===== config.mk =====
export PLATFORM = sky130hd
export DESIGN_NAME = si570_i2c_responder
export DESIGN_NICKNAME = d
export VERILOG_FILES = /design/src/rtl/si570_pkg.sv /design/src/rtl/si570_i2c_responder_line_cond.sv /design/src/rtl/si570_i2c_responder.sv
export SDC_FILE = /design/constraint.sdc
export NUM_CORES = 1
export LEC_CHECK = 0
export ABC_AREA = 1
export BUFFER_PORTS_ARGS = -buffer_cell sky130_fd_sc_hd__buf_2
export CELL_PAD_IN_SITES_DETAIL_PLACEMENT = 0
export CELL_PAD_IN_SITES_GLOBAL_PLACEMENT = 1
export CORE_MARGIN = 5
export CORE_UTILIZATION = 46
export DETAILED_ROUTE_END_ITERATION = 10
export PLACE_DENSITY_LB_ADDON = 0.12
export SETUP_SLACK_MARGIN = 0.3
export SYNTH_ARGS = -nofsm -noshare
export SYNTH_HDL_FRONTEND = slang
export SYNTH_HIERARCHICAL = 1
export SYNTH_SLANG_ARGS = --single-unit

===== constraint.sdc =====
create_clock -name clk -period 4.1 [get_ports clk]
set_input_delay 0.41 -clock clk [delete_from_list [all_inputs] [get_ports clk]]
set_output_delay 0.41 -clock clk [all_outputs]
set_load 0.01 [all_outputs]

===== src/rtl/si570_pkg.sv =====
// Shared constants for the Si570 register-file I2C responder: FSM state codes,
// register addresses, control bit positions, HS_DIV codes and a majority helper.
package si570_pkg;

  localparam logic [3:0] StIdle     = 4'd0;
  localparam logic [3:0] StAddr     = 4'd1;
  localparam logic [3:0] StAddrAck  = 4'd2;
  localparam logic [3:0] StPtr      = 4'd3;
  localparam logic [3:0] StPtrAck   = 4'd4;
  localparam logic [3:0] StWdata    = 4'd5;
  localparam logic [3:0] StWdataAck = 4'd6;
  localparam logic [3:0] StRdata    = 4'd7;
  localparam logic [3:0] StRdataAck = 4'd8;

  localparam logic [7:0] RegHsN1   = 8'd7;
  localparam logic [7:0] RegLast   = 8'd12;
  localparam logic [7:0] RegRecall = 8'd135;
  localparam logic [7:0] RegFreeze = 8'd137;

  localparam int RecallBit  = 0;
  localparam int NewFreqBit = 6;
  localparam int FreezeBit  = 4;

  // HS_DIV field encodings (divide ratio in the name); codes 3'd4 and 3'd6 are unused.
  localparam logic [2:0] HsDiv4  = 3'd0;
  localparam logic [2:0] HsDiv5  = 3'd1;
  localparam logic [2:0] HsDiv6  = 3'd2;
  localparam logic [2:0] HsDiv7  = 3'd3;
  localparam logic [2:0] HsDiv9  = 3'd5;
  localparam logic [2:0] HsDiv11 = 3'd7;

  function automatic logic is_freq_reg(input logic [7:0] addr);
    return (addr >= RegHsN1) && (addr <= RegLast);
  endfunction

  function automatic logic maj3(input logic a, input logic b, input logic c);
    return (a & b) | (a & c) | (b & c);
  endfunction

endpackage


===== src/rtl/si570_i2c_responder_line_cond.sv =====
// i2c_line_cond: synchronizes SCL/SDA, optionally majority-filters them
// (SI570_RESP_GLITCH_FILTER_EN) and registers SCL edge and START/STOP events.
module i2c_line_cond
  import si570_pkg::*;
(
  input  logic clk,
  input  logic reset,
  input  logic scl_i,
  input  logic sda_i,
  output logic sda,
  output logic scl_rise,
  output logic scl_fall,
  output logic start,
  output logic stop
);

  logic [1:0] scl_sync, sda_sync;
  logic       scl_f, sda_f;
  logic       scl_q, sda_q;

  // Idle bus is high, so the pipeline resets to 1 to avoid a false edge.
  always_ff @(posedge clk or posedge reset) begin
    if (reset) begin
      scl_sync <= 2'b11;
      sda_sync <= 2'b11;
    end else begin
      scl_sync <= {scl_sync[0], scl_i};
      sda_sync <= {sda_sync[0], sda_i};
    end
  end

`ifdef SI570_RESP_GLITCH_FILTER_EN
  logic [1:0] scl_hist, sda_hist;

  always_ff @(posedge clk or posedge reset) begin
    if (reset) begin
      scl_hist <= 2'b11;
      sda_hist <= 2'b11;
      scl_f    <= 1'b1;
      sda_f    <= 1'b1;
    end else begin
      scl_hist <= {scl_hist[0], scl_sync[1]};
      sda_hist <= {sda_hist[0], sda_sync[1]};
      scl_f    <= maj3(scl_sync[1], scl_hist[0], scl_hist[1]);
      sda_f    <= maj3(sda_sync[1], sda_hist[0], sda_hist[1]);
    end
  end
`else
  assign scl_f = scl_sync[1];
  assign sda_f = sda_sync[1];
`endif

  // sda is registered alongside the events so the FSM sees the level that
  // belongs to the same sample as scl_rise.
  always_ff @(posedge clk or posedge reset) begin
    if (reset) begin
      scl_q    <= 1'b1;
      sda_q    <= 1'b1;
      sda      <= 1'b1;
      scl_rise <= 1'b0;
      scl_fall <= 1'b0;
      start    <= 1'b0;
      stop     <= 1'b0;
    end else begin
      scl_q    <= scl_f;
      sda_q    <= sda_f;
      sda      <= sda_f;
      scl_rise <= scl_f & ~scl_q;
      scl_fall <= ~scl_f & scl_q;
      start    <= scl_f & scl_q & sda_q & ~sda_f;
      stop     <= scl_f & scl_q & ~sda_q & sda_f;
    end
  end

endmodule


===== src/rtl/si570_i2c_responder.sv =====
// I2C target emulating the Si570 control registers 7..12, 135 and 137.
// Optional input glitch filter: define SI570_RESP_GLITCH_FILTER_EN.
module si570_i2c_responder
  import si570_pkg::*;
#(
  parameter logic [6:0]  I2CAddress  = 7'h55,
  parameter logic [47:0] FactoryRegs = 48'h01_C2_BC_01_1E_B8
) (
  input  logic        clk,
  input  logic        reset,
  input  logic        scl_i,
  input  logic        sda_i,
  output logic        sda_o,
  output logic        sda_t,
  output logic [2:0]  hs_div,
  output logic [6:0]  n1,
  output logic [37:0] rfreq,
  output logic        freeze_dco,
  output logic        new_freq,
  output logic        busy
);

  logic       sda_lvl, scl_rise, scl_fall, start, stop;
  logic [3:0] state, bit_cnt;
  logic [7:0] shreg, ptr, rx_byte, rd_byte;
  logic [2:0] reg_idx;
  logic       rd_mode, ack_drv;
  logic [0:5][7:0] regs;

  i2c_line_cond u_line_cond (
    .clk      (clk),
    .reset    (reset),
    .scl_i    (scl_i),
    .sda_i    (sda_i),
    .sda      (sda_lvl),
    .scl_rise (scl_rise),
    .scl_fall (scl_fall),
    .start    (start),
    .stop     (stop)
  );

  assign sda_o   = 1'b0;
  assign rx_byte = {shreg[6:0], sda_lvl};
  // Addresses 7..12 are 7,0,1,2,3,4 mod 8, so +1 maps them onto 0..5.
  assign reg_idx = ptr[2:0] + 3'd1;

  assign hs_div = regs[0][7:5];
  assign n1     = {regs[0][4:0], regs[1][7:6]};
  assign rfreq  = {regs[1][5:0], regs[2], regs[3], regs[4], regs[5]};

  // NOTE: every variable written in always_comb gets a default first, so no latch is inferred.
  always_comb begin
    rd_byte = 8'h00;
    if (is_freq_reg(ptr)) rd_byte = regs[reg_idx];
    else if (ptr == RegFreeze) rd_byte[FreezeBit] = freeze_dco;
  end

  // NOTE: the register file is reset on purpose: reset must restore factory contents.
  always_ff @(posedge clk or posedge reset) begin
    if (reset) begin
      state      <= StIdle;
      bit_cnt    <= 4'd0;
      shreg      <= 8'h00;
      ptr        <= 8'h00;
      rd_mode    <= 1'b0;
      ack_drv    <= 1'b0;
      sda_t      <= 1'b1;
      busy       <= 1'b0;
      regs       <= FactoryRegs;
      freeze_dco <= 1'b0;
      new_freq   <= 1'b0;
    end else begin
      new_freq <= 1'b0;
      if (start) begin
        state   <= StAddr;
        bit_cnt <= 4'd0;
        ack_drv <= 1'b0;
        sda_t   <= 1'b1;
        busy    <= 1'b1;
      end else if (stop) begin
        state   <= StIdle;
        ack_drv <= 1'b0;
        sda_t   <= 1'b1;
        busy    <= 1'b0;
      end else begin
        case (state)
          StAddr, StPtr, StWdata: begin
            if (scl_rise) begin
              shreg   <= rx_byte;
              bit_cnt <= bit_cnt + 4'd1;
              if (bit_cnt == 4'd7) begin
                bit_cnt <= 4'd0;
                if (state == StAddr) begin
                  if (shreg[6:0] == I2CAddress) begin
                    rd_mode <= sda_lvl;
                    state   <= StAddrAck;
                  end else begin
                    state <= StIdle;
                  end
                end else if (state == StPtr) begin
                  ptr   <= rx_byte;
                  state <= StPtrAck;
                end else begin
                  state <= StWdataAck;
                  if (is_freq_reg(ptr)) begin
                    regs[reg_idx] <= rx_byte;
                  end else if (ptr == RegRecall) begin
                    if (rx_byte[RecallBit]) regs <= FactoryRegs;
                    new_freq <= rx_byte[NewFreqBit];
                  end else if (ptr == RegFreeze) begin
                    freeze_dco <= rx_byte[FreezeBit];
                  end
                end
              end
            end
          end
          StAddrAck, StPtrAck, StWdataAck: begin
            // First fall after bit 8 pulls SDA low, the next one releases it.
            if (scl_fall) begin
              if (!ack_drv) begin
                sda_t   <= 1'b0;
                ack_drv <= 1'b1;
              end else begin
                ack_drv <= 1'b0;
                sda_t   <= 1'b1;
                if (state == StAddrAck) begin
                  if (rd_mode) begin
                    state <= StRdata;
                    shreg <= rd_byte;
                    sda_t <= rd_byte[7];
                  end else begin
                    state <= StPtr;
                  end
                end else if (state == StPtrAck) begin
                  state <= StWdata;
                end else begin
                  ptr   <= ptr + 8'd1;
                  state <= StWdata;
                end
              end
            end
          end
          StRdata: begin
            if (scl_rise) bit_cnt <= bit_cnt + 4'd1;
            if (scl_fall) begin
              if (bit_cnt == 4'd8) begin
                sda_t   <= 1'b1;
                bit_cnt <= 4'd0;
                state   <= StRdataAck;
              end else begin
                shreg <= {shreg[6:0], 1'b0};
                sda_t <= shreg[6];
              end
            end
          end
          StRdataAck: begin
            if (scl_rise) begin
              if (!sda_lvl) begin
                ptr     <= ptr + 8'd1;
                ack_drv <= 1'b1;
              end else begin
                state <= StIdle;
              end
            end
            if (scl_fall && ack_drv) begin
              ack_drv <= 1'b0;
              bit_cnt <= 4'd0;
              state   <= StRdata;
              shreg   <= rd_byte;
              sda_t   <= rd_byte[7];
            end
          end
          default: ;
        endcase
      end
    end
  end

endmodule


# Word level (Yosys, flattened, before mapping)
# Index checks and enable logic that the tools add are counted.
totals:
  out_inout_bits: 53
  wordCells: 201
  in_bits: 4
  regBits: 87
op_classes:
  reduce_logical: 23
  add_sub_neg: 3
  order_cmp: 4
  bitwise_logic: 18
  mux: 88
  eq_ne: 41
ops:
  columns: ["op", "count"]
  rows:
  - ["48-bit 2-to-1 mux", 3]
  - ["8-bit 2-to-1 mux", 13]
  - ["4-bit 2-to-1 mux", 22]
  - ["7-bit 2-to-1 mux", 8]
  - ["48-bit bitwise mux", 1]
  - ["1-bit 2-to-1 mux", 29]
  - ["7-bit case mux with 4 select lines", 1]
  - ["8-bit binary-select mux with 3-bit select", 1]
  - ["8-bit demux with 3-bit select", 1]
  - ["8-bit case mux with 3 select lines", 1]
  - ["2-bit inequality test, second input constant", 11]
  - ["4-bit by 3-bit equality test with 1-bit output, second input constant", 5]
  - ["9-bit AND reduction", 2]
  - ["8-bit equality test, second input constant", 2]
  - ["4-bit by 2-bit inequality test with 1-bit output, second input constant", 4]
  - ["4-bit case mux with 4 select lines", 1]
  - ["13-bit AND reduction", 1]
  - ["4-bit by 1-bit inequality test with 1-bit output, second input constant", 3]
  - ["4-bit case mux with 3 select lines", 1]
  - ["4-bit AND reduction", 3]
  - ["4-bit nonzero test", 3]
  - ["11-bit AND reduction", 1]
  - ["2-bit by 1-bit inequality test with 1-bit output, second input constant", 5]
  - ["5-bit by 2-bit inequality test with 1-bit output, second input constant", 2]
  - ["other kinds (29)", 53]

# Logic depth before layout (Yosys ltp)
# Gate-level depths: netlist (run 1).
logic_depth:
  ltp_word: 13
  mapped_depth: 15
  ltp_nobuf: 13

# Hierarchy
# Netlist (run 1), hierarchy kept.
modules_own_cells:
  columns: ["module", "seq_area_each_um2", "n_inst", "cells_per_inst", "area_each_um2"]
  rows:
  - ["si570_i2c_responder", 1950.6, 1, 694, 4694.5]
  - ["i2c_line_cond", 257.7, 1, 22, 302.8]

# Least setup slack after synthesis (run 1)
# Ideal clock, no wire load.
synth_path:
  path_type: "register -> register"
  start: "reg ptr[0]"
  end: "reg regs, in the netlist n1[0]"
  stages_incl_launch_ff: 11
  required_time_ns: 4.022
  setup_time_ns: 0.078
  arrival_time_ns: 2.094
  setup_slack_ns: 1.928
  synth_period_minus_slack_ns: 2.172
  path_buffers: 2
  cell_sequence: "dfrtp_1 > inv_2 > buf_1 > ha_1 > inv_1 > clkbuf_1 > nand3_1 > nand2_1 > nand3_1 > o21ai_0 > inv_1"
synth_between:
  elab_chain_cells: 8
  word_cells_on_any_way: 16
  cone_classes: "add/sub: 1; order compare: 4; eq/ne: 1; mux: 4; bitwise: 1; reduce/logical: 5"
synth_lines:
  columns: ["item", "line", "text"]
  rows:
  - ["start, declared", "si570_i2c_responder.sv:25", "logic [7:0] shreg, ptr, rx_byte, rd_byte;"]
  - ["start signal, assigned", "si570_i2c_responder.sv:101", "ptr <= rx_byte;"]
  - ["start signal, assigned", "si570_i2c_responder.sv:137", "ptr <= ptr + 8'd1;"]
  - ["start signal, assigned", "si570_i2c_responder.sv:159", "ptr <= ptr + 8'd1;"]
  - ["3-bit by 1-bit adder with 3-bit output", "si570_i2c_responder.sv:45", "assign reg_idx = ptr[2:0] + 3'd1;"]
  - ["3-bit NOT with 4-bit output (not written as such)", "si570_i2c_responder.sv:106", "regs[reg_idx] <= rx_byte;"]
  - ["4-bit greater-or-equal comparator (not written as such) / 4-bit by 1-bit less-than comparator with 1-bit output (equally long branches)", "si570_i2c_responder.sv:106", null]
  - ["1-bit logical AND (not written as such)", "si570_i2c_responder.sv:106", null]
  - ["8-bit 2-to-1 mux (not written as such)", "si570_i2c_responder.sv:106", null]
  - ["8-bit demux with 3-bit select", "si570_i2c_responder.sv:106", null]
  - ["48-bit bitwise mux", "si570_i2c_responder.sv:106", null]
  - ["48-bit 2-to-1 mux", "si570_i2c_responder.sv:105", "if (is_freq_reg(ptr)) begin"]
  - ["end signal, assigned", "si570_i2c_responder.sv:69", "regs <= FactoryRegs;"]
  - ["end signal, assigned by index", "si570_i2c_responder.sv:106", null]
  - ["end signal, assigned", "si570_i2c_responder.sv:108", "if (rx_byte[RecallBit]) regs <= FactoryRegs;"]
  - ["end, declared", "si570_i2c_responder.sv:28", "logic [0:5][7:0] regs;"]
# Parallel ways exist; a longest one is shown, timed or not.
# A chain may end at the register's enable or synchronous reset.

# Worst setup path after layout (run 1)
layout_path:
  start: "reg ptr[0]"
  end: "reg regs, in the netlist hs_div[2]"
# Same word-level chain as after synthesis.

==> flow_metrics.env, run 1 <==
export IMPL_cp_start_kind="flip-flop"
export IMPL_rows=38
export IMPL_ys_ff_latch=87
export IMPL_synthArstFlopShare_pct=100
export IMPL_vias=4713
export IMPL_synth_edf_count=0
export IMPL_r2r_end="hs_div[2]"
export IMPL_crit_required_ns=4.41
export IMPL_crit_end="hs_div[2]"
export IMPL_io_pins=57
export IMPL_syn_inst=716
export IMPL_hold_buffers=0
export IMPL_ir_drop_mv=0.284
export IMPL_finalSetupViolations=0
export IMPL_internal_power_mw=1.84
export IMPL_track_usage_pct=22.8
export IMPL_rsz0062_at_grt="false"
export IMPL_initial_core_util_pct=46.5
export IMPL_drt_wl_total_um=14400
export IMPL_antenna_cells=0
export IMPL_avgSynthCellArea_um2=6.98
export IMPL_tns_ns=0
export IMPL_path_clk_slew_ns=0.09
export IMPL_port_buffers=55
export IMPL_slowest_stage="nor3_1"
export IMPL_cts_tree="yes"
export IMPL_fin_nets=776
export IMPL_fmax_mhz=343
export IMPL_grt_max_degree=40
export IMPL_antenna_found_initial=0
export IMPL_cp_num_cells=11
export IMPL_p_per_area_nw_per_um2=632
export IMPL_path_buf_inv=1
export IMPL_grt_pass1_vias=4404
export IMPL_cp_arrival_ns=3.22
export IMPL_pwr_share_seq_pct=32.1
export IMPL_status="completed"
export IMPL_overflow=0
export IMPL_cts_root_buffer="clkbuf_8"
export IMPL_synth_distinct_cells=34
export IMPL_crit_path_cell_trace="ha_1, nand2_1, inv_1, nand2_1, nand2_1, nand2_1, nand2_1, nand2_4, nor3_1, nand2_1, nand2_1"
export IMPL_period_needed_ns=2.91
export IMPL_max_cap_violations=0
export IMPL_slew_viol_final=0
export IMPL_r2r_start="ptr[0]"
export IMPL_path_max_fanout=15
export IMPL_crit_start="ptr[0]"
export IMPL_leakagePower_nw=3.06
export IMPL_grt_pass1_wl_um=23100
export IMPL_end_kind="flip-flop"
export IMPL_cts_resized=0
export IMPL_clock_latency_ns=0.38
export IMPL_cts_buffers=9
export IMPL_critPathKind="flip-flop to flip-flop"
export IMPL_drive_gt1_share_pct=17.1
export IMPL_coreArea_um2=10700
export IMPL_drtIter0Drc=390
export IMPL_postCtsSetupRepairBufs=0
export IMPL_cpPeakStageDelay_ns=0.81
export IMPL_dr_pass1_iters=5
export IMPL_viasPerCell=5.17
export IMPL_ys_warn_count=6
export IMPL_die_h_um=114
export IMPL_die_area_um2=13000
export IMPL_dp_hpwl_um=10600
export IMPL_synth_nets=725
export IMPL_rrSetupSlack_ns=1.19
export IMPL_clock_sinks=87
export IMPL_dp_cells=896
export IMPL_syn_area_um2=5000
export IMPL_drcViolationCount=0
export IMPL_critPathMostFrequentCell="nand2_1"
export IMPL_wl_per_cell_um=15.8
export IMPL_min_path_type="input port to async pin"
export IMPL_ant_nets=0
export IMPL_tightest_slew_ns=1.05
export IMPL_slew_headroom_pct=29.7
export IMPL_stdcell_count=912
export IMPL_cts_htree_levels=3
export IMPL_finalHoldViolCount=0
export IMPL_reg2regPathDepth=11
export IMPL_post_route_period_util_pct=71.1
export IMPL_cts_buffer_depth=2
export IMPL_gp_congestion=0.953
export IMPL_clkPwrFrac_pct=19.8
export IMPL_clock_skew_ns=0.0156
export IMPL_seq_area_frac_synth_pct=44.2
export IMPL_die_width_um=114
export IMPL_syn2layout_area_growth_pct=12.1
export IMPL_synthFlopType="dfrtp_1"
export IMPL_pwr_share_comb_pct=48.1
export IMPL_switching_share_pct=47.9
export IMPL_p_switching_mw=1.70
export IMPL_critPathTopFamily="simple AND/OR/NAND/NOR gates"
final cells by class:
class	instances	area [µm²]
inverters	66	248
clock buffers	10	138
clock inverters	6	91.3
multi-input cells	543	2430
flip-flops and latches	87	2210
repair buffers	60	313
well taps	140	175
fillers	1083	5140
worst reg2reg max path, cell delays in order, from the launching register on:
cell and delay (ns):
dfrtp_1 0.63, ha_1 0.27, nand2_1 0.11, inv_1 0.11, nand2_1 0.05, nand2_1 0.05, nand2_1 0.28, nand2_1 0.22
nand2_4 0.12, nor3_1 0.82, nand2_1 0.11, nand2_1 0.09
worst min path at each step:
stage / startpoint / to / slack, ns / cells after the start
5_1_grt: reset / u_line_cond/scl_rise / 0.01 / 2
3_5_place_dp: u_line_cond/scl_sync[0] / u_line_cond/scl_sync[1] / 0.35 / 0
3_3_place_gp: u_line_cond/sda_sync[0] / u_line_cond/sda_sync[1] / 0.35 / 0
6_report: reset / u_line_cond/scl_rise / 0.0002 / 2
2_1_floorplan: reset / u_line_cond/scl_fall / 0.25 / 1
4_1_cts: reset / u_line_cond/scl_rise / 0.004 / 2
per-stage QoR:
step                hold slack, ns  worst slack (ns)  util (%)  area (µm²)  power [mW]
finish                    0.000168              1.19      52.1        5600        3.54
global route                0.0136             0.860      52.1        5600        3.84
CTS                        0.00442              1.22      52.1        5600        3.54
detailed placement           0.349              1.25      50.0        5370        2.84
global placement             0.353              1.37      50.0        5370        2.82
floorplan                    0.246              1.75         -        5000        2.41
Yosys cell counts (2+ instances only):
cell	count	area share [%]
a21oi_1	18	1.8
a31oi_1	2	0.25
buf_1	2	0.15
buf_2	6	0.60
buf_4	4	0.60
buf_6	2	0.45
clkbuf_1	6	0.45
dfrtp_1	62	31
dfstp_2	25	13
ha_1	5	1.3
inv_1	60	4.5
inv_2	6	0.45
nand2_1	290	22
nand2_2	6	0.75
nand3_1	59	5.9
nand4_1	11	1.4
nor2_1	78	5.9
nor2_4	3	0.68
nor3_1	7	0.70
nor3_2	5	1.0
o211ai_1	2	0.30
o21ai_0	35	3.5
o21ai_2	4	0.70
o22ai_1	2	0.25
or2_2	3	0.38
xnor2_1	2	0.35
xor2_1	4	0.70
power by group through the flow:
stage,combinational (mW),clock (mW),sequential [mW]
2_1_floorplan,1.31,0,1.11
3_3_place_gp,1.68,0,1.14
3_5_place_dp,1.69,0,1.15
4_1_cts,1.70,0.708,1.14
5_1_grt,1.94,0.744,1.16
6_report,1.70,0.700,1.14
cell usage in the layout (no fill, tap or decap), types with 2 or more instances in the layout:
master / instances
nand3_1: 59
inv_1: 59
nand2_1: 290
o22ai_1: 2
inv_2: 7
nor2_1: 78
clkinvlp_4: 3
o21ai_2: 4
clkbuf_8: 10
nor3_1: 7
a31oi_1: 2
bufinv_16: 2
buf_2: 55
nand4_1: 11
o21ai_0: 35
dfrtp_1: 62
xor2_1: 4
or2_2: 3
o211ai_1: 2
nor3_2: 5
nand2_2: 6
nor2_4: 3
ha_1: 5
dfstp_2: 25
a21oi_1: 18
buf_4: 5
xnor2_1: 2
registers in the layout (all words and copies together) (netlist names), 3 cells and up:
name,cells
rfreq,38
ptr,8
n1,7
shreg,7
bit_cnt,4
state,4
hs_div,3
layer usage:
metal / vias to the layer above / wire (µm) / track usage [%]
met5: - / 0 / 0
met4: 0 / 97 / 4.51
met3: 8 / 849 / 4.76
met2: 135 / 6290 / 32.8
met1: 2210 / 7190 / 35.5
li1: 2360 / - / -
logic make-up (layout without fill, tap and decap cells):
group / after synthesis / count (layout) / synth area share [%]
compound gates: 66 / 66 / 7.24
xor+xnor: 6 / 6 / 1.05
fa+ha+maj: 5 / 5 / 1.25
buf+inv: 86 / 142 / 7.21
flops: 87 / 87 / 44.2
other cells: 1 / 1 / 0.0750
simple gates: 465 / 465 / 39.0
Note: power is estimated with default switching activity, not from simulation.
==> inputs of run 2 (changes only) <==
- ABC_AREA: 1 -> 0
- clock period: 4.1 -> 3 ns (I/O delays scaled with it)
==> run 2 against run 1 <==
Critical endpoint is now shreg[6]; via count fell by 15%; sequential share of layout area increased by 1.2 points; largest power group is now registers; core utilization is 0.51 points higher.
==> flow_metrics.env, run 2 <==
export IMPL_cts_root_buffer="clkbuf_8"
export IMPL_hold_depth=1
export IMPL_fmax_mhz=391
export IMPL_seq_area_frac_synth_pct=45.4
export IMPL_cp_start_kind="flip-flop"
export IMPL_synth_nets=471
export IMPL_critPathKind="flip-flop to flip-flop"
export IMPL_syn2layout_area_growth_pct=11.7
export IMPL_busiest_layer="met1"
export IMPL_postCtsSetupRepairBufs=0
export IMPL_min_path_type="input port to flip-flop"
export IMPL_viasPerCell=6.19
export IMPL_coreArea_um2=10300
export IMPL_min_delay_start="scl_i"
export IMPL_initial_core_util_pct=47.1
export IMPL_r2r_start="state[1]"
export IMPL_slew_viol_final=0
export IMPL_grt_use_met2_pct=32.4
export IMPL_multi_input_area_um2=2430
export IMPL_path_max_fanout=21
export IMPL_met1_usage_pct=34.1
export IMPL_drive_gt1_share_pct=29.0
export IMPL_syn_area_um2=4860
export IMPL_grt_pass1_wl_um=22500
export IMPL_antenna_cells=0
export IMPL_synth_top_area_share_pct=31.9
export IMPL_yosysTopAreaCell="dfrtp_1"
export IMPL_cp_arrival_ns=2.82
export IMPL_mostFrequentLayoutCell="dfrtp_1"
export IMPL_synth_distinct_cells=75
export IMPL_leakagePower_nw=2.45
export IMPL_holdPathEnd="u_line_cond/scl_sync[0]"
export IMPL_gp_congestion=0.875
export IMPL_crit_required_ns=3.26
export IMPL_clock_skew_ns=0.0141
export IMPL_yosysMostFrequentCell="dfrtp_1"
export IMPL_synth_edf_count=0
export IMPL_drcViolationCount=0
export IMPL_nFillCells=950
export IMPL_ir_drop_mv=0.343
export IMPL_slew_headroom_pct=51.4
export IMPL_ys_ff_latch=87
export IMPL_rrSetupSlack_ns=0.44
export IMPL_p_per_area_nw_per_um2=714
export IMPL_avgSynthCellArea_um2=10.5
export IMPL_track_usage_pct=22.7
export IMPL_end_kind="flip-flop"
export IMPL_die_area_um2=12700
export IMPL_die_width_um=113
export IMPL_grtUsageMet3_pct=4.44
export IMPL_rows=37
export IMPL_period_needed_ns=2.56
export IMPL_synth_area_top_cells="dfrtp_1, dfstp_2, a22o_1"
export IMPL_cts_buffer_depth=2
export IMPL_tns_ns=0
export IMPL_setup_ws_ns=0.443
export IMPL_drt_wl_total_um=14000
export IMPL_syn_inst=462
export IMPL_clock_latency_ns=0.37
export IMPL_status="completed"
export IMPL_largest_reg_flops=38
export IMPL_ys_warn_count=6
export IMPL_cts_htree_levels=3
export IMPL_dr_pass1_iters=4
export IMPL_overflow=0
export IMPL_final_util_pct=52.6
export IMPL_cts_buffers=9
export IMPL_synthTopCellsByCount="dfrtp_1, nand2_1, a22o_1"
export IMPL_pre_cts_slack_ns=0.415
export IMPL_path_clk_slew_ns=0.09
export IMPL_clock_sinks=87
export IMPL_grt_max_degree=40
export IMPL_post_route_period_util_pct=85.2
export IMPL_io_pins=57
export IMPL_ant_nets=0
export IMPL_tightest_slew_ns=0.728
export IMPL_reg2regPathDepth=5
export IMPL_fin_nets=518
export IMPL_max_cap_violations=0
export IMPL_antenna_found_initial=0
export IMPL_cts_tree="yes"
export IMPL_finalHoldViolCount=0
export IMPL_synthFlopType="dfrtp_1"
export IMPL_die_h_um=113
export IMPL_synthArstFlopShare_pct=100
export IMPL_regArea_um2=2210
export IMPL_layout_common_cells="dfrtp_1, buf_2, nand2_1, a22o_1, dfstp_2"
export IMPL_dp_hpwl_um=10100
export IMPL_finalSetupViolations=0
export IMPL_drtIter0Drc=359
export IMPL_rsz0062_at_grt="true"
export IMPL_port_buffers=55
export IMPL_r2r_end="shreg[6]"
export IMPL_grt_pass1_vias=3828
export IMPL_vias=4022
export IMPL_wl_per_cell_um=21.5
==> run 2: stage by stage <==
stage | total power, mW | std cells | hold WS [ns] | cell area, µm²
detailed placement | 3.08 | 632 | 0.304 | 5220
global route | 4.10 | 650 | 0.00561 | 5430
global placement | 3.08 | 632 | 0.290 | 5220
CTS | 3.86 | 650 | 0.000155 | 5430
floorplan | 2.66 | 462 | 0.136 | 4860
finish | 3.88 | 650 | 0.0217 | 5430
==> run 2: timing repair <==
| item | in CTS | in global routing |
|---|---|---|
| hold buffers | 2 | 0 |
| setup endpoints to repair | 0 | 30 |
| endpoints found under the hold margin | 5 | 0 |
| resized for setup | 0 | 2 |
==> run 2: where the power goes <==
group / leakage [nW] / switching [mW] / total (mW) / internal (mW)
Clock: 0.0901 / 0.450 / 0.781 / 0.331
Combinational: 1.25 / 0.911 / 1.48 / 0.568
Sequential: 1.10 / 0.315 / 1.62 / 1.30
Total: 2.45 / 1.68 / 3.88 / 2.20
==> run 2: area by class of cell <==
| class | count | share of cell area [%] |
|---|---|---|
| clock inverters | 5 | 0.783 |
| repair buffers | 68 | 6.95 |
| well taps | 136 | 3.13 |
| clock buffers | 11 | 2.60 |
| multi-input cells | 327 | 44.8 |
| flip-flops and latches | 87 | 40.6 |
| inverters | 16 | 1.13 |
==> run 2: kinds of logic (layout without fill, tap and decap cells) <==
group / count (synthesis) / after routing / share of synthesized area [%]
multiplexers: 35 / 35 / 9.44
other: 1 / 1 / 0.0771
buffers and inverters: 48 / 100 / 4.73
AND/OR/NAND/NOR: 145 / 145 / 17.2
flip-flops: 87 / 87 / 45.4
XOR/XNOR: 2 / 2 / 0.515
adder cells (fa/ha/maj): 5 / 5 / 1.29
AO/OA/AOI/OAI: 139 / 139 / 21.4
==> run 2: worst max-delay path by stage <==
stage	start	endpoint	slack (ns)	cells after the start
finish	state[1]	shreg[6]	0.44	5
global route	state[1]	shreg[6]	0.30	5
CTS	state[3]	hs_div[1]	0.41	5
detailed placement	state[3]	hs_div[1]	0.41	5
global placement	state[3]	rfreq[23]	0.41	5
floorplan	ptr[0]	shreg[0]	0.35	9
==> run 2: metal layers <==
| metal | part of all wire [%] | routed length [µm] |
|---|---|---|
| met4 | 1.8 | 257 |
| met3 | 6.7 | 935 |
| met5 | 0 | 0 |
| met1 | 47 | 6500 |
| met2 | 45 | 6280 |
==> run 2: critical path: stages, from the launching register on <==
cell      delay (ns)
dfrtp_1         0.60
or4b_1          0.77
o221ai_2        0.24
a31o_1          0.13
a211o_1         0.33
mux2_2          0.38
==> inputs of run 3 (changes only) <==
- CORE_UTILIZATION: 46 -> 48
- CTS_BUF_LIST: not set -> sky130_fd_sc_hd__clkbuf_8
==> run 3 against run 2 <==
Clock skew grew 0.0049 ns; sequential cell count is the same; cell count shrank 0.46%; critical path depth is the same; sequential share of layout area grew 0.070 points; total power is essentially flat; sequential power grew 2%; worst setup slack lost 0.036 ns; global-route usage grew 0.20 points; core utilization grew 2.6 points.
==> flow_metrics.env, run 3 (synthesis results as in run 2) <==
export IMPL_die_area_um2=12200
export IMPL_coreArea_um2=9820
export IMPL_port_buffers=55
export IMPL_rows=36
export IMPL_gp_congestion=0.940
export IMPL_r2r_end="shreg[4]"
export IMPL_clock_latency_ns=0.37
export IMPL_cp_start_kind="flip-flop"
export IMPL_clock_sinks=87
export IMPL_fin_nets=518
export IMPL_wl_per_cell_um=21.4
export IMPL_finalHoldViolCount=0
export IMPL_crit_required_ns=3.27
export IMPL_max_cap_violations=0
export IMPL_post_route_period_util_pct=86.4
export IMPL_drive_gt1_share_pct=28.4
export IMPL_grt_pass1_vias=3891
export IMPL_leakagePower_nw=2.46
export IMPL_tns_ns=0
export IMPL_holdPathEnd="u_line_cond/scl_sync[1]"
export IMPL_cts_buffer_depth=2
export IMPL_slowest_stage="or4b_1"
export IMPL_min_delay_start="u_line_cond/scl_sync[0]"
export IMPL_mostFrequentLayoutCell="dfrtp_1"
export IMPL_crit_path_cell_trace="or4b_1, o221ai_2, a31o_1, a211o_1, mux2_2"
export IMPL_tightest_slew_ns=0.683
export IMPL_cpPeakStageDelay_ns=0.79
export IMPL_antenna_cells=0
export IMPL_io_pins=57
export IMPL_die_width_um=111
export IMPL_path_max_fanout=19
export IMPL_critPathKind="flip-flop to flip-flop"
export IMPL_p_per_area_nw_per_um2=714
export IMPL_stdcell_count=647
export IMPL_whs_ns=0.362
export IMPL_drtIter0Drc=340
export IMPL_cts_tree="yes"
export IMPL_dp_hpwl_um=9980
export IMPL_clock_skew_ns=0.0190
export IMPL_min_path_type="flip-flop to flip-flop"
export IMPL_multi_input_area_um2=2420
export IMPL_track_usage_pct=22.9
export IMPL_cp_arrival_ns=2.86
export IMPL_finalSetupViolations=0
export IMPL_reg2regPathDepth=5
export IMPL_pre_cts_slack_ns=0.482
export IMPL_dr_pass1_iters=5
export IMPL_end_kind="flip-flop"
export IMPL_grt_pass1_wl_um=22200
export IMPL_grt_max_degree=32
export IMPL_initial_core_util_pct=49.5
export IMPL_hold_depth=0
export IMPL_rsz0062_at_grt="false"
export IMPL_overflow=0
export IMPL_slew_viol_final=0
export IMPL_setup_ws_ns=0.407
export IMPL_rrSetupSlack_ns=0.41
export IMPL_drt_wl_total_um=13800
export IMPL_drcViolationCount=0
export IMPL_path_clk_slew_ns=0.09
export IMPL_nFillCells=912
export IMPL_syn2layout_area_growth_pct=11.6
export IMPL_slew_headroom_pct=53.8
export IMPL_cts_buffers=9
export IMPL_status="completed"
export IMPL_die_h_um=111
export IMPL_fmax_mhz=386
export IMPL_cts_htree_levels=3
export IMPL_ant_nets=0
export IMPL_dp_cells=628
export IMPL_cts_root_buffer="clkbuf_8"
export IMPL_regArea_um2=2210
export IMPL_antenna_found_initial=0
export IMPL_period_needed_ns=2.59
export IMPL_placed_area_um2=5210
export IMPL_ir_drop_mv=0.323
export IMPL_vias=4059
export IMPL_fin_area_um2=5430
export IMPL_r2r_start="state[2]"
export IMPL_layout_common_cells="dfrtp_1, buf_2, nand2_1, a22o_1, dfstp_2"
export IMPL_viasPerCell=6.27
export IMPL_largest_reg_flops=38
==> run 3: worst max path at each step <==
stage | from | endpoint | slack, ns | cells past startpoint
finish | state[2] | shreg[4] | 0.41 | 5
global route | state[2] | shreg[4] | 0.35 | 5
CTS | state[2] | shreg[4] | 0.46 | 5
detailed placement | state[2] | shreg[4] | 0.48 | 5
global placement | state[2] | shreg[4] | 0.46 | 5
floorplan | ptr[0] | shreg[0] | 0.35 | 9
==> run 3: final cells by class <==
type,instances,share of cell area [%]
repair buffers,68,7.01
clock buffers,9,2.28
flip-flops and latches,87,40.7
multi-input cells,327,44.7
inverters,16,1.11
well taps,133,3.07
clock inverters,7,1.15
==> run 3: per-stage QoR <==
step | utilization (%) | total power, mW
2_1_floorplan | - | 2.66
3_3_place_gp | 53.1 | 3.03
3_5_place_dp | 53.1 | 3.05
4_1_cts | 55.1 | 3.87
5_1_grt | 55.3 | 4.11
6_report | 55.3 | 3.88
==> run 3: routing by layer <==
metal	up-vias	global-route usage [%]	routed length, µm
li1	1818	-	-
met2	172	34.8	6320
met5	-	0	0
met1	2051	32.2	6230
met3	18	5.90	994
met4	0	6.98	273
==> run 3: power breakdown <==
part           total [mW]  internal [mW]  switching (mW)
Combinational        1.41          0.558           0.851
Clock               0.808          0.380           0.428
Sequential           1.66           1.30           0.355
Total                3.88           2.24            1.63
==> run 3: critical path, delay by kind of cell, from the launching register on <==
family          cells  cell delay [ns]
mux                 1             0.39
compound gates      3             0.69
simple gates        1             0.79
flops               1             0.61
==> run 3: what timing repair did <==
| action | 4_1_cts | 5_1_grt |
|---|---|---|
| setup endpoints to repair | 0 | 33 |
| hold endpoints to repair | 4 | 2 |
| resized for setup | 0 | 1 |
| hold buffers | 1 | 2 |
| buffers inserted | 0 | 0 |
